`src/rtl/debounce_sync.sv`:
```
// Synchronizer plus consecutive-sample debouncer with registered rise/fall pulses.
// Optional glitch counter enabled by defining DB_GLITCH_CNT_EN.
module debounce_sync #(
    parameter int unsigned SYNC_STAGES = 2,
    parameter int unsigned DB_CYCLES   = 4,
    parameter int unsigned CNT_W       = 3
) (
    input  logic       clk,
    input  logic       rst,
    input  logic       d_in,
    input  logic       en,
    output logic       q,
    output logic       qbar,
    output logic       rise,
    output logic       fall,
    output logic       busy,
    output logic [7:0] glitch_cnt
);

    typedef enum logic [1:0] {StStableLo, StWaitHi, StStableHi, StWaitLo} state_t;

    localparam logic [CNT_W-1:0] CntLast = CNT_W'(DB_CYCLES - 1);

    logic [SYNC_STAGES-1:0] sync_q;
    logic                   s;
    state_t                 state_q, state_d;
    logic [CNT_W-1:0]       cnt_q, cnt_d;
    logic                   rise_q, rise_d;
    logic                   fall_q, fall_d;

    assign s = sync_q[SYNC_STAGES-1];

    always_ff @(posedge clk) begin
        if (rst) begin
            sync_q  <= '0;
            state_q <= StStableLo;
            cnt_q   <= '0;
            rise_q  <= 1'b0;
            fall_q  <= 1'b0;
        end else begin
            // The chain runs regardless of en so s is always fresh.
            sync_q  <= {sync_q[SYNC_STAGES-2:0], d_in};
            state_q <= state_d;
            cnt_q   <= cnt_d;
            rise_q  <= rise_d;
            fall_q  <= fall_d;
        end
    end

    always_comb begin
        state_d = state_q;
        cnt_d   = cnt_q;
        rise_d  = 1'b0;
        fall_d  = 1'b0;
        if (en) begin
            case (state_q)
                StStableLo: begin
                    if (s) begin
                        if (DB_CYCLES == 1) begin
                            state_d = StStableHi;
                            rise_d  = 1'b1;
                        end else begin
                            state_d = StWaitHi;
                            cnt_d   = CNT_W'(1);
                        end
                    end
                end
                StWaitHi: begin
                    if (!s) begin
                        state_d = StStableLo;
                        cnt_d   = '0;
                    end else if (cnt_q == CntLast) begin
                        state_d = StStableHi;
                        cnt_d   = '0;
                        rise_d  = 1'b1;
                    end else begin
                        cnt_d = cnt_q + 1'b1;
                    end
                end
                StStableHi: begin
                    if (!s) begin
                        if (DB_CYCLES == 1) begin
                            state_d = StStableLo;
                            fall_d  = 1'b1;
                        end else begin
                            state_d = StWaitLo;
                            cnt_d   = CNT_W'(1);
                        end
                    end
                end
                StWaitLo: begin
                    if (s) begin
                        state_d = StStableHi;
                        cnt_d   = '0;
                    end else if (cnt_q == CntLast) begin
                        state_d = StStableLo;
                        cnt_d   = '0;
                        fall_d  = 1'b1;
                    end else begin
                        cnt_d = cnt_q + 1'b1;
                    end
                end
                default: begin
                    state_d = StStableLo;
                    cnt_d   = '0;
                end
            endcase
        end
    end

    assign q    = (state_q == StStableHi) || (state_q == StWaitLo);
    assign qbar = ~q;
    assign busy = (state_q == StWaitHi) || (state_q == StWaitLo);
    assign rise = rise_q;
    assign fall = fall_q;

`ifdef DB_GLITCH_CNT_EN
    logic       glitch;
    logic [7:0] glitch_q;

    // A candidate abandoned before qualifying counts as one glitch.
    assign glitch = en && (((state_q == StWaitHi) && !s) || ((state_q == StWaitLo) && s));

    always_ff @(posedge clk) begin
        if (rst) begin
            glitch_q <= 8'd0;
        end else if (glitch && (glitch_q != 8'hff)) begin
            glitch_q <= glitch_q + 8'd1;
        end
    end

    assign glitch_cnt = glitch_q;
`else
    assign glitch_cnt = 8'd0;
`endif

endmodule

```
`config.mk`:
```
export PLATFORM = sky130hd
export DESIGN_NAME = debounce_sync
export DESIGN_NICKNAME = d
export VERILOG_FILES = /design/src/rtl/debounce_sync.sv
export SDC_FILE = /design/constraint.sdc
export NUM_CORES = 1
export LEC_CHECK = 0
export ABC_AREA = 1
export CAP_MARGIN = 20
export CELL_PAD_IN_SITES_DETAIL_PLACEMENT = 2
export CELL_PAD_IN_SITES_GLOBAL_PLACEMENT = 2
export CORE_ASPECT_RATIO = 0.7
export CORE_UTILIZATION = 21
export CTS_CLUSTER_SIZE = 16
export DETAILED_ROUTE_END_ITERATION = 7
export GPL_TIMING_DRIVEN = 0
export PLACE_DENSITY_LB_ADDON = 0.1
export SYNTH_ARGS = -nofsm -noshare
export SYNTH_HDL_FRONTEND = slang
export SYNTH_SLANG_ARGS = --single-unit
```
`constraint.sdc`:
```
create_clock -name clk -period 1.2 [get_ports clk]
set_input_delay 0.18 -clock clk [delete_from_list [all_inputs] [get_ports clk]]
set_output_delay 0.18 -clock clk [all_outputs]
set_load 0.005 [all_outputs]
```
==> run_results.csv, run 1 <==
group,metric,value,unit
synth,synth_edf_count,0,
synth,synth_most_common_cell,"nor2_1",
status,status,"finished with violations",
critical_path,path_class,"flip-flop to output port",
status,violations,"DRC",
timing,post-route-min-period,1.11,ns
timing,grt_setup_unrepaired,"false",
synth,synthCells,64,
clock_network,clk_pin_slew_worst_paths,0.06,ns
detailed_routing,met2WireLength,355,µm
detailed_routing,wl_per_cell,8.78,µm
synth,yosysWarnings,0,
clock_network,cts.sinks,9,
clock_network,cts_buffers,3,
die,num_rows,13,
critical_path,r2r_slack,0.12,ns
finish,antenna_cells,0,
power,cellLeakagePower,0.000320,µW
detailed_routing,wl_met1,464,µm
global_routing,grt_pass1_wl,1440,µm
synth,async_flop_share,0,%
synth,synth_top_area_share,39.7,%
detailed_routing,drt_iter0_drc,3,
die,io_pins,17,
power,ir_drop,0.367,mV
timing,hold-worst-slack,0.412,ns
clock_network,cts_max_level,1,
detailed_routing,wl_met3,86,µm
synth,seq_area_frac_synth,39.7,%
placement,gp_congestion,0.707,
critical_path,critPathMaxFanout,4,
placement,io_buffers,8,
synth,ys_top_cells_by_area,"dfxtp_1 (40%), buf_4 (13%), nor2_1 (11%)",
detailed_routing,drc_errors,2,
detailed_routing,via_per_inst,3.77,
detailed_routing,vias,400,
die,die_y,40.9,µm
synth,avgSynthCellArea,7.10,µm²
timing,period_share,92.5,%
timing,setup_tns,0,ns
placement,dp_hpwl,776,µm
synth,yosys_register_bits,9,
timing,hold_violations,0,
critical_path,arrival,0.93,ns
power,power,660,µW
timing,fin_ws,0.0898,ns
global_routing,antenna_found_initial,0,
timing,fmax,901,MHz
finish,finalNetCount,90,
placement,pre_cts_ws,-0.0697,ns
synth,synth_area,454,µm²
timing,final-setup-viol-count,0,
synth,yosys.cell_types.count,15,
die,die_w,57.6,µm
global_routing,overflow,0,
die,die_area,0.00236,mm²
detailed_routing,drtAntennaViolNets,0,
critical_path,cp-start-kind,"flip-flop",
detailed_routing,detail_route.first_pass.iterations,5,
clock_network,cts_tree,"yes",
synth,yosys-top-cells-count,"nor2_1 (13), inv_1 (11), dfxtp_1 (9)",
finish,final_core_util,32.1,%
synth,ys.flop_type,"dfxtp_1",
clock_network,clockBufferDepth,2,
power,powerDensity,1060,mW/mm²
timing,clock-skew-final,0.000455,ns
timing,slew_violations,0,
min_path,worstHoldPathType,"flip-flop to flip-flop",
detailed_routing,highest_layer,"met4",
global_routing,grt_max_degree,6,
job,maxCapViolCount,0,
global_routing,grt_usage,9.34,%
critical_path,required,1.02,ns
synth,yosys.area.top_type,"dfxtp_1",
clock_network,hold_buffers,0,
die,fp.coreArea,0.00195,mm²
critical_path,cp-end-kind,"output port",
detailed_routing,finalWirelength,931,µm
global_routing,grt_pass1_vias,337,
finish,drive_above_1_share,23.8,%
die,start_util,23.3,%
finish,area.growth.synth_to_final,37.7,%
clock_network,clock_latency,0.27,ns
clock_network,cts-root-buf,"clkbuf_4",
==> kinds of logic after synthesis <==
kind of cell | count (synthesis) | share of synthesized area [%]
flops | 9 | 39.7
compound gates | 3 | 3.30
fa+ha+maj | 1 | 2.75
other cells | 1 | 0.826
buf+inv | 21 | 24.0
simple gates | 29 | 29.5
==> metal layers <==
metal	vias to the layer above	GRT usage [%]
li1	216	-
met2	13	12.5
met4	0	5.49
met5	-	0
met1	168	10.8
met3	3	6.62
==> worst max-delay path, cell delays in order (launching register included) <==
cell and delay, ns:
dfxtp_2 0.33, clkbuf_1 0.08, dlygate4sd2_1 0.25
==> area by class of cell <==
cell class	instances	area, µm²
Timing Repair Buffer	9	81.3
Tap cell	22	27.5
Clock buffer	4	26.3
Inverter	11	41.3
Sequential cell	9	185
Multi-Input combinational cell	41	196
Fill cell	235	1330
Buffer	10	67.6
==> power by group <==
group,switching (µW),internal [µW]
Sequential,6.49,310
Clock,111,128
Combinational,51.2,52.9
==> placed cells by master, fill, tap and decap left out <==
cell | Yosys | routed
nor2_1 | 13 | 13
inv_1 | 11 | 11
buf_4 | 8 | 9
conb_1 | 1 | 8
dfxtp_1 | 9 | 7
nand2_1 | 7 | 6
dlygate4sd2_1 | 0 | 5
nand2_2 | 3 | 4
clkbuf_1 | 2 | 3
clkbuf_4 | 0 | 3
clkdlybuf4s50_1 | 0 | 3
a21oi_1 | 2 | 2
nand3_1 | 2 | 2
nand4_1 | 2 | 2
nand3b_1 | 1 | 1
nand3_2 | 1 | 1
o21ai_1 | 1 | 1
ha_2 | 0 | 1
dfxtp_2 | 0 | 1
dfxtp_4 | 0 | 1
==> metrics by stage <==
| step | instances | cell area (µm²) |
|---|---|---|
| finish | 106 | 626 |
| global route | 106 | 626 |
| CTS | 106 | 621 |
| detailed placement | 101 | 588 |
| global placement | 101 | 588 |
| floorplan | 71 | 480 |
==> path summary, 6_finish.rpt <==
path / start / endpoint / cells after the start
max: flip-flop / q / 2
min: sync_q[0]$_SDFF_PP0_ / sync_q[1]$_SDFF_PP0_ / 2
max reg2reg: cnt_q[0]$_SDFFE_PP0P_ / cnt_q[0]$_SDFFE_PP0P_ / 6
min reg2reg: sync_q[0]$_SDFF_PP0_ / sync_q[1]$_SDFF_PP0_ / 2
==> timing repair <==
item,CTS,global route
pin swaps,0,2
resized for setup,8,2
setup buffers,1,0
setup endpoints to repair,5,2
hold endpoints to repair,0,0
No activity file was read; power rests on OpenSTA's default activity.
==> run 2: changes to the inputs <==
--- a/config.mk
+++ b/config.mk
@@ -6,10 +6,9 @@
 export NUM_CORES = 1
 export LEC_CHECK = 0
 export ABC_AREA = 1
-export CAP_MARGIN = 20
 export CELL_PAD_IN_SITES_DETAIL_PLACEMENT = 2
 export CELL_PAD_IN_SITES_GLOBAL_PLACEMENT = 2
-export CORE_ASPECT_RATIO = 0.7
+export CORE_ASPECT_RATIO = 0.6
 export CORE_UTILIZATION = 21
 export CTS_CLUSTER_SIZE = 16
 export DETAILED_ROUTE_END_ITERATION = 7
==> run 2 against run 1 <==
  * The run now ends clean
  * Worst setup slack gained 0.0032 ns
  * Sequential cell count is the same
  * Combinational power grew 8%
  * Power grew 0.81%
  * Critical path depth is the same
  * Fmax grew 0.29%
  * Clock skew grew 0.0028 ns
  * Largest cell class unchanged
==> run_results.csv, run 2 (same netlist as run 1, synthesis figures left out) <==
group,metric,value,unit
critical_path,path_cells,"clkbuf_1 -> dlygate4sd2_1",
power,powerDensity,1010,mW/mm²
timing,slew_violations,0,
critical_path,cp-end-kind,"output port",
placement,io_buffers,8,
clock_network,hold_buffers,0,
global_routing,grt.busiest_layer,"met2",
finish,antenna_cells,0,
critical_path,required,1.02,ns
power,cellLeakagePower,0.000328,µW
critical_path,path_class,"flip-flop to output port",
detailed_routing,via_per_inst,3.77,
global_routing,grt_usage,11.9,%
finish,area.growth.synth_to_final,45.2,%
placement,gp_congestion,0.743,
timing,hold_violations,0,
critical_path,cp_top_family,"flip-flops",
critical_path,crit_path_top_delay_cell,"dfxtp_2",
critical_path,critPathBufInv,2,
timing,period_share,92.3,%
die,die_area,0.00236,mm²
die,fp.coreArea,0.00194,mm²
status,status,"completed",
finish,layout_commonest_cell,"nor2_1",
global_routing,globalRouteMet1Util,13.2,%
placement,dpl_cell_area,596,µm²
detailed_routing,wl_per_cell,9.48,µm
min_path,hold_depth,2,
die,io_pins,17,
finish,drive_above_1_share,27.1,%
critical_path,cp-start-kind,"flip-flop",
clock_network,cts.sinks,9,
finish,final_cell_mix,"nor2_1 (13), inv_1 (11), buf_4 (10)",
power,ir_drop,0.444,mV
finish,fin_area,659,µm²
critical_path,critPathMaxFanout,3,
die,die_w,62.0,µm
timing,hold-worst-slack,0.418,ns
clock_network,cts_max_level,1,
timing,fmax,903,MHz
detailed_routing,finalWirelength,1070,µm
die,die_y,38.0,µm
detailed_routing,vias,426,
clock_network,cts_tree,"yes",
clock_network,clockBufferDepth,2,
finish,num-fill-cells,238,
critical_path,rr_worst_depth,7,
die,num_rows,12,
timing,fin_ws,0.0930,ns
critical_path,max_stage_delay,0.33,ns
timing,clock-skew-final,0.00329,ns
detailed_routing,detail_route.first_pass.iterations,3,
global_routing,use_met2,18.4,%
timing,post-route-min-period,1.11,ns
critical_path,crit_cells,2,
timing,grt_setup_unrepaired,"false",
job,maxCapViolCount,0,
timing,final-setup-viol-count,0,
clock_network,clock_latency,0.26,ns
placement,dp_hpwl,863,µm
finish,finalNetCount,91,
die,start_util,23.4,%
global_routing,grt_max_degree,6,
critical_path,arrival,0.93,ns
global_routing,antenna_found_initial,0,
min_path,worstHoldPathType,"flip-flop to flip-flop",
global_routing,grt_pass1_vias,440,
placement,pre_cts_ws,-0.0763,ns
global_routing,gr-usage-met3,7.09,%
global_routing,grt_pass1_wl,1860,µm
clock_network,cts-root-buf,"clkbuf_4",
detailed_routing,drtAntennaViolNets,0,
global_routing,overflow,0,
clock_network,clk_pin_slew_worst_paths,0.06,ns
clock_network,cts_buffers,3,
detailed_routing,drc_errors,0,
detailed_routing,drt_iter0_drc,10,
finish,final_core_util,34.0,%
-- run 2: cell types whose count changed in the layout (fill, tap and decap cells not counted) --
cell / previous run / this run
nand2_1: 6 / 5
ha_4: 0 / 1
dfxtp_2: 1 / 2
ha_2: 1 / 0
buf_4: 9 / 10
dfxtp_1: 7 / 6
nand2_4: 0 / 1
-- run 2: stage by stage --
stage	TNS [ns]	power (µW)	cells
floorplan	0	389	71
global placement	-0.249	427	107
detailed placement	-0.318	429	107
CTS	0	675	113
global route	0	725	113
finish	0	665	113
-- run 2: per-layer routing --
metal	vias up	part of all wire [%]	wire, µm
met5	-	0	0
met4	0	1.8	19
met3	2	5.9	63
met2	14	46	497
met1	192	46	490
li1	218	-	-
-- run 2: repair_timing --
| item | 4_1_cts | 5_1_grt |
|---|---|---|
| resized for setup | 8 | 6 |
| setup buffers | 2 | 0 |
| pin swaps | 0 | 4 |
| setup endpoints to repair | 5 | 3 |
-- run 2: path summary, 6_finish.rpt --
check,start,to,slack [ns]
setup / recovery,flip-flop,q,0.09
hold / removal,sync_q[0]$_SDFF_PP0_,sync_q[1]$_SDFF_PP0_,0.42
setup reg to reg,flip-flop,cnt_q[1]$_SDFFE_PP0P_,0.14
hold reg to reg,sync_q[0]$_SDFF_PP0_,sync_q[1]$_SDFF_PP0_,0.42
-- run 2: power by group --
part	switching, µW	leakage [µW]	internal [µW]	total (µW)
clock network	107	0.0000150	128	235
logic	55.0	0.000238	57.0	112
registers	7.35	0.0000748	311	318
-- run 2: cell type report --
type / count / area [µm²] / area share, %
Buffer: 10 / 67.6 / 10.2
Clock buffer: 4 / 26.3 / 3.98
Inverter: 11 / 41.3 / 6.26
Multi-Input combinational cell: 41 / 214 / 32.4
Sequential cell: 9 / 186 / 28.3
Tap cell: 28 / 35.0 / 5.31
Timing Repair Buffer: 10 / 88.8 / 13.5
-- run 2: worst register-to-register path, stage by stage, from the launching register on --
cell and delay (ns):
dfxtp_2 0.34, buf_4 0.12, nand2_2 0.07, nand2_4 0.08, nand4_1 0.13, nor2_1 0.13, nor2_1 0.05, nor2_1 0.08
==> run 3: changes to the inputs <==
--- a/config.mk
+++ b/config.mk
@@ -13,7 +13,7 @@
 export CTS_CLUSTER_SIZE = 16
 export DETAILED_ROUTE_END_ITERATION = 7
 export GPL_TIMING_DRIVEN = 0
-export PLACE_DENSITY_LB_ADDON = 0.1
+export PLACE_DENSITY = 0.75
 export SYNTH_ARGS = -nofsm -noshare
 export SYNTH_HDL_FRONTEND = slang
 export SYNTH_SLANG_ARGS = --single-unit
==> run 3 against run 2 <==
  * Combinational power about the same
  * Critical path type unchanged
  * Register-to-register slack lost 0.02 ns
  * Worst setup slack gained 0.0041 ns
  * Critical path depth unchanged
==> run_results.csv, run 3 (same netlist as run 1, synthesis figures left out) <==
group,metric,value,unit
finish,multi_input_area,200,µm²
power,cellLeakagePower,0.000327,µW
clock_network,clock_latency,0.26,ns
die,start_util,23.4,%
power,ir_drop,0.428,mV
finish,area.growth.synth_to_final,41.9,%
placement,pre_cts_ws,-0.0770,ns
global_routing,grt_pass1_wl,1800,µm
finish,finalNetCount,91,
critical_path,crit_cells,2,
placement,dp_hpwl,874,µm
global_routing,globalRouteMet1Util,14.3,%
critical_path,critPathBufInv,2,
detailed_routing,via_per_inst,3.71,
finish,layout_commonest_cell,"nor2_1",
finish,fin_area,644,µm²
timing,fin_ws,0.0970,ns
placement,dp_cells,107,
timing,grt_setup_unrepaired,"false",
critical_path,crit_end,"busy",
detailed_routing,drt_iter0_drc,4,
min_path,worstHoldPathType,"flip-flop to flip-flop",
finish,seq_area,185,µm²
critical_path,cp-start-kind,"flip-flop",
finish,num-fill-cells,233,
detailed_routing,detail_route.first_pass.iterations,2,
critical_path,critPathMaxFanout,2,
status,status,"completed",
die,die_w,62.0,µm
die,die_y,38.0,µm
finish,drive_above_1_share,25.9,%
critical_path,crit_path_top_delay_cell,"dfxtp_4",
critical_path,path_cells,"clkbuf_1 -> dlygate4sd2_1",
die,io_pins,17,
power,powerDensity,1030,mW/mm²
detailed_routing,drc_errors,0,
finish,final_cell_mix,"nor2_1 (13), inv_1 (11), buf_4 (10)",
detailed_routing,drtAntennaViolNets,0,
min_path,hold_start,"sync_q[0]$_SDFF_PP0_",
critical_path,max_stage_delay,0.34,ns
critical_path,path_class,"flip-flop to output port",
global_routing,overflow,0,
critical_path,crit_start,"state_q[0]$_SDFFE_PP0P_",
finish,final_cells,113,
clock_network,cts_max_level,1,
critical_path,r2r-end,"state_q[0]$_SDFFE_PP0P_",
critical_path,arrival,0.92,ns
timing,post-route-min-period,1.10,ns
finish,antenna_cells,0,
clock_network,cts_tree,"yes",
clock_network,cts_buffers,3,
placement,gp_congestion,0.786,
global_routing,use_met2,16.0,%
placement,dpl_cell_area,596,µm²
power,power,662,µW
clock_network,clockBufferDepth,2,
clock_network,hold_buffers,0,
clock_network,cts-root-buf,"clkbuf_4",
die,die_area,0.00236,mm²
global_routing,grt.busiest_layer,"met2",
critical_path,required,1.02,ns
job,maxCapViolCount,0,
critical_path,cp_top_family,"flip-flops",
die,num_rows,12,
timing,slew_violations,0,
clock_network,cts.sinks,9,
detailed_routing,finalWirelength,1010,µm
timing,period_share,91.9,%
detailed_routing,vias,419,
critical_path,rr_worst_depth,7,
global_routing,grt_usage,11.4,%
global_routing,grt_pass1_vias,412,
global_routing,gr-usage-met3,7.09,%
global_routing,antenna_found_initial,0,
clock_network,clk_pin_slew_worst_paths,0.06,ns
detailed_routing,wl_per_cell,8.89,µm
timing,fmax,907,MHz
timing,final-setup-viol-count,0,
timing,hold_violations,0,
global_routing,grt_max_degree,6,
critical_path,cp-end-kind,"output port",
die,fp.coreArea,0.00194,mm²
timing,setup_tns,0,ns
placement,io_buffers,8,
timing,clock-skew-final,0.00108,ns
critical_path,r2r_slack,0.12,ns
[run 3: cell counts in the layout (fill, tap and decap cells not counted)]
Identical to the previous run, type by type.
[run 3: repair_timing]
action,CTS,global route
setup buffers,2,0
endpoints found under the setup margin,5,4
endpoints found under the hold margin,0,0
gates resized for setup,8,3
pin swaps,0,2
[run 3: metrics by stage]
stage                     util (%)  hold WS [ns]
final                         33.3         0.408
after global routing          33.3         0.438
after CTS                     32.8         0.414
after detailed placement      30.7         0.405
after global placement        30.7         0.393
after floorplan                  -         0.251
[run 3: worst min path at each step]
stage                            to  cells past startpoint
5_1_grt        sync_q[1]$_SDFF_PP0_                      2
4_1_cts        sync_q[1]$_SDFF_PP0_                      2
3_5_place_dp   sync_q[1]$_SDFF_PP0_                      2
3_3_place_gp   sync_q[1]$_SDFF_PP0_                      2
6_report       sync_q[1]$_SDFF_PP0_                      2
2_1_floorplan  sync_q[0]$_SDFF_PP0_                      1
[run 3: layout make-up]
cell class,count,area share [%]
multi-input cells,41,31.1
flip-flops and latches,9,28.7
repair buffers,10,13.8
plain buffers,10,10.5
inverters,11,6.41
well taps,28,5.44
clock buffers,4,4.08
[run 3: tightest hold or removal path, delay by kind of cell (launching register included)]
| family | cells | cell delay, ns |
|---|---|---|
| flip-flops | 1 | 0.29 |
| AND/OR/NAND/NOR | 1 | 0.03 |
| buffers and inverters | 1 | 0.04 |
[run 3: layer usage]
layer | vias to the layer above | wire [µm]
met5 | - | 0
li1 | 217 | -
met2 | 13 | 424
met4 | 0 | 0
met1 | 189 | 491
met3 | 0 | 90
[run 3: power by group]
group	total [µW]	switching, µW	internal [µW]
Clock	236	108	128
Sequential	316	5.90	310
Combinational	110	53.7	55.9
Total	662	167	494
